### src/rtl/ie_defs.sv
// ie_defs: shared definitions for the NES FPGA top-level infrastructure blocks.
//
// Contents used by uart_cmd_decoder:
//   CMD_WRITE / CMD_READ / CMD_CPU_HOLD / CMD_CPU_RUN  host opcode bytes
//   uart_cmd_state_t                                   command decoder FSM states
//   is_timed_state()                                   states in which the optional
//                                                      inter-byte / read timer runs

package ie_defs;

    // Host command opcodes (first byte of every command)
    localparam logic [7:0] CMD_WRITE    = 8'h02;
    localparam logic [7:0] CMD_READ     = 8'h03;
    localparam logic [7:0] CMD_CPU_HOLD = 8'h06;
    localparam logic [7:0] CMD_CPU_RUN  = 8'h07;

    typedef enum logic [3:0] {
        IDLE     = 4'd0,
        ADDR_HI  = 4'd1,
        ADDR_LO  = 4'd2,
        DATA     = 4'd3,
        WR_ISSUE = 4'd4,
        RD_ISSUE = 4'd5,
        RD_WAIT  = 4'd6,
        TX_SEND  = 4'd7,
        TX_WAIT  = 4'd8
    } uart_cmd_state_t;

    // States that wait on something outside the block (host bytes or bus read
    // data) and may therefore be bounded by the timeout counter.
    function automatic logic is_timed_state(input uart_cmd_state_t s);
        return (s == ADDR_HI) || (s == ADDR_LO) || (s == DATA) || (s == RD_WAIT);
    endfunction

endpackage

### src/rtl/uart_cmd_timer.sv
// uart_cmd_timer: loadable down-counter used as the command timeout.
//
// While clr is high the counter reloads LOAD_VALUE. While en is high (and clr
// low) it counts down and stops at zero. expire is high in any enabled,
// non-cleared cycle where the count has reached zero, so an event that clears
// the counter in the same cycle always wins over expiry.
//
// Ports:
//   clk     in   system clock
//   rst     in   asynchronous active-high reset (count := LOAD_VALUE)
//   clr     in   reload the counter
//   en      in   count down
//   expire  out  count exhausted while enabled

module uart_cmd_timer #(
    parameter int unsigned LOAD_VALUE = 99,
    parameter int unsigned COUNT_W    = (LOAD_VALUE > 1) ? $clog2(LOAD_VALUE + 1) : 1
) (
    input  logic clk,
    input  logic rst,
    input  logic clr,
    input  logic en,
    output logic expire
);

    localparam logic [COUNT_W-1:0] LOAD_CNT = COUNT_W'(LOAD_VALUE);

    logic [COUNT_W-1:0] count_reg;

    always_ff @(posedge clk or posedge rst) begin
        if (rst) begin
            count_reg <= LOAD_CNT;
        end else if (clr) begin
            count_reg <= LOAD_CNT;
        end else if (en && (count_reg != '0)) begin
            count_reg <= count_reg - 1'b1;
        end
    end

    assign expire = en && !clr && (count_reg == '0);

endmodule

### src/rtl/uart_cmd_decoder.sv
// uart_cmd_decoder: host-command responder between the UART byte receiver /
// transmitter and the system memory bus.
//
// Command stream (one byte per rx_valid pulse):
//   02 addr_hi addr_lo data   single-byte bus write
//   03 addr_hi addr_lo        single-byte bus read, result returned on the UART
//   06                        cpu_hold := 1
//   07                        cpu_hold := 0
//   anything else in IDLE     cmd_err pulse
//
// Build option: define CMD_TIMEOUT_EN to bound the inter-byte gap of a partial
// command and the wait for read data by TIMEOUT_CYCLES clocks. Without it, a
// partial command and a pending read wait indefinitely.
//
// Ports:
//   clk, rst            clock, asynchronous active-high reset
//   rx_valid, rx_data   received byte strobe and value
//   tx_start, tx_data   transmit request pulse and byte (held until next read)
//   tx_active           transmitter busy
//   mem_addr, mem_wdata bus address / write data (held until the next command)
//   mem_we, mem_re      one-cycle write / read strobes
//   mem_rdata, mem_rvalid  read data and its valid pulse
//   cpu_hold            level, holds the CPU/PPU in reset
//   busy                FSM is not in IDLE
//   cmd_err             one-cycle pulse on unknown opcode or timeout

import ie_defs::*;

module uart_cmd_decoder #(
    parameter int TIMEOUT_CYCLES = 250000
) (
    input  logic        clk,
    input  logic        rst,
    input  logic        rx_valid,
    input  logic [7:0]  rx_data,
    output logic        tx_start,
    output logic [7:0]  tx_data,
    input  logic        tx_active,
    output logic [15:0] mem_addr,
    output logic [7:0]  mem_wdata,
    output logic        mem_we,
    output logic        mem_re,
    input  logic [7:0]  mem_rdata,
    input  logic        mem_rvalid,
    output logic        cpu_hold,
    output logic        busy,
    output logic        cmd_err
);

    uart_cmd_state_t state_reg, state_next;
    logic [15:0]     addr_reg, addr_next;
    logic [7:0]      wdata_reg, wdata_next;
    logic [7:0]      tx_data_reg, tx_data_next;
    logic            op_read_reg, op_read_next;
    logic            cpu_hold_reg, cpu_hold_next;
    logic            cmd_err_reg, cmd_err_next;
    // High during the first TX_WAIT cycle: the transmitter may not have raised
    // tx_active yet in response to tx_start, so it is not looked at then.
    logic            guard_reg;
    logic            timer_expire;

`ifdef CMD_TIMEOUT_EN
    logic timer_en;
    logic timer_clr;

    // Host bytes restart the inter-byte window; bytes arriving during RD_WAIT
    // are dropped and must not extend the wait for read data.
    assign timer_en  = is_timed_state(state_reg);
    assign timer_clr = !timer_en || (rx_valid && (state_reg != RD_WAIT));

    uart_cmd_timer #(
        .LOAD_VALUE ((TIMEOUT_CYCLES > 1) ? (TIMEOUT_CYCLES - 1) : 1)
    ) u_timer (
        .clk    (clk),
        .rst    (rst),
        .clr    (timer_clr),
        .en     (timer_en),
        .expire (timer_expire)
    );
`else
    // Timer compiled out: it can never fire. The comparison only keeps the
    // parameter referenced so both builds share one interface.
    assign timer_expire = (TIMEOUT_CYCLES < 0);
`endif

    // State and datapath registers
    always_ff @(posedge clk or posedge rst) begin
        if (rst) begin
            state_reg    <= IDLE;
            addr_reg     <= '0;
            wdata_reg    <= '0;
            tx_data_reg  <= '0;
            op_read_reg  <= 1'b0;
            cpu_hold_reg <= 1'b0;
            cmd_err_reg  <= 1'b0;
            guard_reg    <= 1'b0;
        end else begin
            state_reg    <= state_next;
            addr_reg     <= addr_next;
            wdata_reg    <= wdata_next;
            tx_data_reg  <= tx_data_next;
            op_read_reg  <= op_read_next;
            cpu_hold_reg <= cpu_hold_next;
            cmd_err_reg  <= cmd_err_next;
            guard_reg    <= (state_reg == TX_SEND);
        end
    end

    // Next-state and datapath update
    always_comb begin
        state_next    = state_reg;
        addr_next     = addr_reg;
        wdata_next    = wdata_reg;
        tx_data_next  = tx_data_reg;
        op_read_next  = op_read_reg;
        cpu_hold_next = cpu_hold_reg;
        cmd_err_next  = 1'b0;

        case (state_reg)
            IDLE: begin
                if (rx_valid) begin
                    case (rx_data)
                        CMD_WRITE: begin
                            op_read_next = 1'b0;
                            state_next   = ADDR_HI;
                        end
                        CMD_READ: begin
                            op_read_next = 1'b1;
                            state_next   = ADDR_HI;
                        end
                        CMD_CPU_HOLD: cpu_hold_next = 1'b1;
                        CMD_CPU_RUN:  cpu_hold_next = 1'b0;
                        default:      cmd_err_next  = 1'b1;
                    endcase
                end
            end

            ADDR_HI: begin
                if (rx_valid) begin
                    addr_next[15:8] = rx_data;
                    state_next      = ADDR_LO;
                end else if (timer_expire) begin
                    cmd_err_next = 1'b1;
                    state_next   = IDLE;
                end
            end

            ADDR_LO: begin
                if (rx_valid) begin
                    addr_next[7:0] = rx_data;
                    state_next     = op_read_reg ? RD_ISSUE : DATA;
                end else if (timer_expire) begin
                    cmd_err_next = 1'b1;
                    state_next   = IDLE;
                end
            end

            DATA: begin
                if (rx_valid) begin
                    wdata_next = rx_data;
                    state_next = WR_ISSUE;
                end else if (timer_expire) begin
                    cmd_err_next = 1'b1;
                    state_next   = IDLE;
                end
            end

            WR_ISSUE: state_next = IDLE;

            RD_ISSUE: state_next = RD_WAIT;

            RD_WAIT: begin
                if (mem_rvalid) begin
                    tx_data_next = mem_rdata;
                    state_next   = TX_SEND;
                end else if (timer_expire) begin
                    // The host is still expecting one byte back, so answer
                    // with a marker value rather than going silent.
                    tx_data_next = 8'hFF;
                    cmd_err_next = 1'b1;
                    state_next   = TX_SEND;
                end
            end

            TX_SEND: state_next = TX_WAIT;

            TX_WAIT: begin
                if (!guard_reg && !tx_active) begin
                    state_next = IDLE;
                end
            end

            default: state_next = IDLE;
        endcase
    end

    // Strobes decode straight from the state register, so each is high for
    // exactly the one cycle spent in its issue state.
    assign mem_we    = (state_reg == WR_ISSUE);
    assign mem_re    = (state_reg == RD_ISSUE);
    assign tx_start  = (state_reg == TX_SEND);
    assign busy      = (state_reg != IDLE);
    assign mem_addr  = addr_reg;
    assign mem_wdata = wdata_reg;
    assign tx_data   = tx_data_reg;
    assign cpu_hold  = cpu_hold_reg;
    assign cmd_err   = cmd_err_reg;

endmodule

### config.mk
export PLATFORM = sky130hd
export DESIGN_NAME = uart_cmd_decoder
export DESIGN_NICKNAME = d
export VERILOG_FILES = /design/src/rtl/ie_defs.sv /design/src/rtl/uart_cmd_timer.sv /design/src/rtl/uart_cmd_decoder.sv
export SDC_FILE = /design/constraint.sdc
export NUM_CORES = 1
export LEC_CHECK = 0
export ABC_AREA = 1
export BUFFER_PORTS_ARGS = -buffer_cell sky130_fd_sc_hd__buf_2
export CORE_MARGIN = 2
export CORE_UTILIZATION = 52
export CTS_BUF_LIST = sky130_fd_sc_hd__clkbuf_8
export CTS_CLUSTER_SIZE = 20
export DETAILED_ROUTE_END_ITERATION = 12
export PLACE_DENSITY = 0.82
export SLEW_MARGIN = 20
export SYNTH_ARGS = -nofsm -noshare
export SYNTH_HDL_FRONTEND = slang
export SYNTH_HIERARCHICAL = 1
export SYNTH_SLANG_ARGS = --single-unit
### constraint.sdc
create_clock -name clk -period 1.9 [get_ports clk]
set_clock_uncertainty 0.05 [all_clocks]
set_input_delay 0.19 -clock clk [delete_from_list [all_inputs] [get_ports clk]]
set_output_delay 0.19 -clock clk [all_outputs]
set_load 0.1 [all_outputs]
==> run_results.csv <==
group,metric,value,unit
route,vias,1528,
setup_path,cp.arrival,1540,ps
synth,synth_nets,226,
cells_and_area,num_antenna_cells,0,
cells_and_area,fill_cells,243,
floorplanning,start_util,0.5522,
floorplanning,fp.dieW,64.00,um
cts,cts.sinks,40,
floorplanning,io_pins,59,
global_route,grt_pass1_wl,6.617,mm
global_route,grt_max_degree,41,
cells_and_area,finalNetCount,289,
setup_path,crit_path_max_fanout,5,
synth,syn_area,0.001872,sq mm
timing,fin_crit_sh,0.9377,
route,drt-vias-per-instance,4.851,
flow_run,max_cap_viol_count,0,
placed_design,post-place-cells,306,
synth,synth_seq_cells,40,
timing,slew_viol_final,0,
cells_and_area,area_growth,25.27,%
cts,clockRootBuffer,"clkbuf_8",
floorplanning,core_area,0.003390,sq mm
timing,fin_setup_tns,0,ps
placed_design,post-dp-hpwl,2.779,mm
global_route,antenna_found_initial,0,
route,dr.pass1.iters,4,
floorplanning,num_rows,21,
synth,syn_inst,205,
cells_and_area,final_cell_count_no_fill,315,
placed_design,place.gp.congestion,0.9556,
route,routedWlPerCell,12.06,um
setup_path,cp_data_required_time,1660,ps
cells_and_area,largest_register_ffs,16,
floorplanning,dieArea,0.004095,sq mm
cts,numCtsBuffers,5,
cts,clockBufferDepth,2,
global_route,grt_usage,0.2102,
timing,period_needed,1782,ps
cts,htree_levels,2,
cts,clkTransAtPathRegs,70,ps
cts,cts_tree,"yes",
setup_path,worstSetupStartpointType,"register",
synth,avgSynthCellArea,9.131,sq um
timing,hold_viol_final,0,
global_route,grt-ovfl-total,0,
timing,max_slew_margin,0.6651,
placed_design,portBuffers,58,
timing,max_freq,0.5613,GHz
setup_path,critical_path_class,"register to output pin",
cells_and_area,drive_above_1_share,0.3829,
synth,ys_types,23,
route,wl,3.798,mm
synth,synth_warnings,6,
run_status,status,"finished clean",
setup_path,r2r_slack,370,ps
route,route.detailed.drc,0,
floorplanning,die_h,64.00,um
cells_and_area,multi_input_area,713.2,sq um
timing,tightest_slew,505.8,ps
route,drtIter0Drc,68,
timing,rsz0062_at_grt,"false",
cts,insertion_delay,290,ps
timing,setup_violations,0,
synth,synth-seq-area-share,0.5348,
route,ant_nets,0,
worst_hold_path,hp-class,"input port to register",
cells_and_area,ff_latch_area,0.001001,sq mm
global_route,grt_pass1_vias,1455,
setup_path,end_kind,"output pin",
-- Yosys cell counts --
cell,instances,area [sq um]
a21oi_1,2,10.01
nand3_4,3,52.55
nor2_1,10,37.54
inv_1,26,97.59
nor3_1,2,10.01
nor2_2,2,12.51
dfrtp_1,40,1001
nand3_1,8,40.04
nand2_2,3,18.77
clkinv_1,1,3.750
nand3_2,1,10.01
a21boi_1,1,7.510
buf_6,3,33.78
inv_2,6,22.52
nand2_1,54,202.7
a211oi_1,1,7.510
buf_4,1,7.510
o21ai_2,16,140.1
nor2_4,2,22.52
o21ai_1,17,85.08
nor2_8,1,20.02
nand4_1,3,18.77
o21ai_0,2,10.01
-- through the flow --
stage / worst slack, ps / hold WS [ps] / cell area, sq um / utilization
after floorplan: -261.5 / 258.0 / 1879 / -
after detailed placement: 337.2 / 281.6 / 2208 / 0.6515
after global placement: 354.9 / 282.4 / 2208 / 0.6515
final: 118.3 / 87.92 / 2345 / 0.6918
after global routing: 8.709 / 83.96 / 2345 / 0.6918
after CTS: 16.13 / 81.02 / 2340 / 0.6903
-- routing by layer --
| metal | GRT usage | up-vias | routed length (um) |
|---|---|---|---|
| li1 | - | 775 | - |
| met1 | 0.2765 | 696 | 1685 |
| met2 | 0.3281 | 48 | 1826 |
| met3 | 0.05810 | 9 | 206 |
| met4 | 0.08696 | 0 | 80 |
| met5 | 0 | - | 0 |
-- cell families after synthesis --
kind of cell,Yosys count,synth area share
compound gates,39,0.1390
buf+inv,37,0.08823
flops,40,0.5348
simple gates,89,0.2380
-- cell usage in the layout, fill, tap and decap left out --
master         instances
inv_1                 26
nand2_1               54
a211oi_1               1
dlygate4sd3_1          1
o21ai_2               16
inv_2                  6
nor2_8                 1
a21boi_1               1
nand3_2                1
o21ai_1               17
nand4_1                3
clkbuf_4               2
buf_12                 1
bufinv_16              1
buf_2                 55
clkinv_1               1
nand3_4                3
a21oi_1                2
clkbuf_8               6
nand3_1                8
nor2_1                 9
nor2_4                 2
nor3_2                 1
dfrtp_1               40
nor3_1                 1
buf_4                  1
clkinv_4               1
nor2_2                 3
nand2_2                3
o21ai_0                2
-- path summary, 6_finish.rpt --
check | from | end | cells past startpoint
setup / recovery | state_reg[2] | tx_start | 5
hold / removal | mem_rdata[6] | tx_data[6] | 3
setup reg to reg | state_reg[3] | mem_addr[12] | 4
hold reg to reg | tx_data[7] | tx_data[7] | 2
min in group asynchronous | rst | mem_wdata[1] | 4
max in group asynchronous | rst | op_read_reg | 4
-- cell type report --
| class | count | share of cell area |
|---|---|---|
| clock inverter | 2 | 0.01654 |
| tap | 46 | 0.02455 |
| sequential | 40 | 0.4269 |
| clock buffer | 6 | 0.03522 |
| timing repair buffer | 60 | 0.1398 |
| multi-input combinational | 128 | 0.3042 |
| inverter | 33 | 0.05283 |
-- critical path: stages, from the launching register on --
cell      delay (ps)
dfrtp_1          510
inv_2             80
nor2_4           170
inv_2             70
nor2_2            90
clkbuf_4         330
-- timing repair --
item,CTS,global route
setup endpoints to repair,0,2
gates resized for setup,0,2
buffers inserted,0,0
hold buffers,1,0
endpoints found under the hold margin,40,0
Power is left out: the tool's default activity adds up to more than one toggle a clock period on the data nets, which glitch-free logic cannot reach.
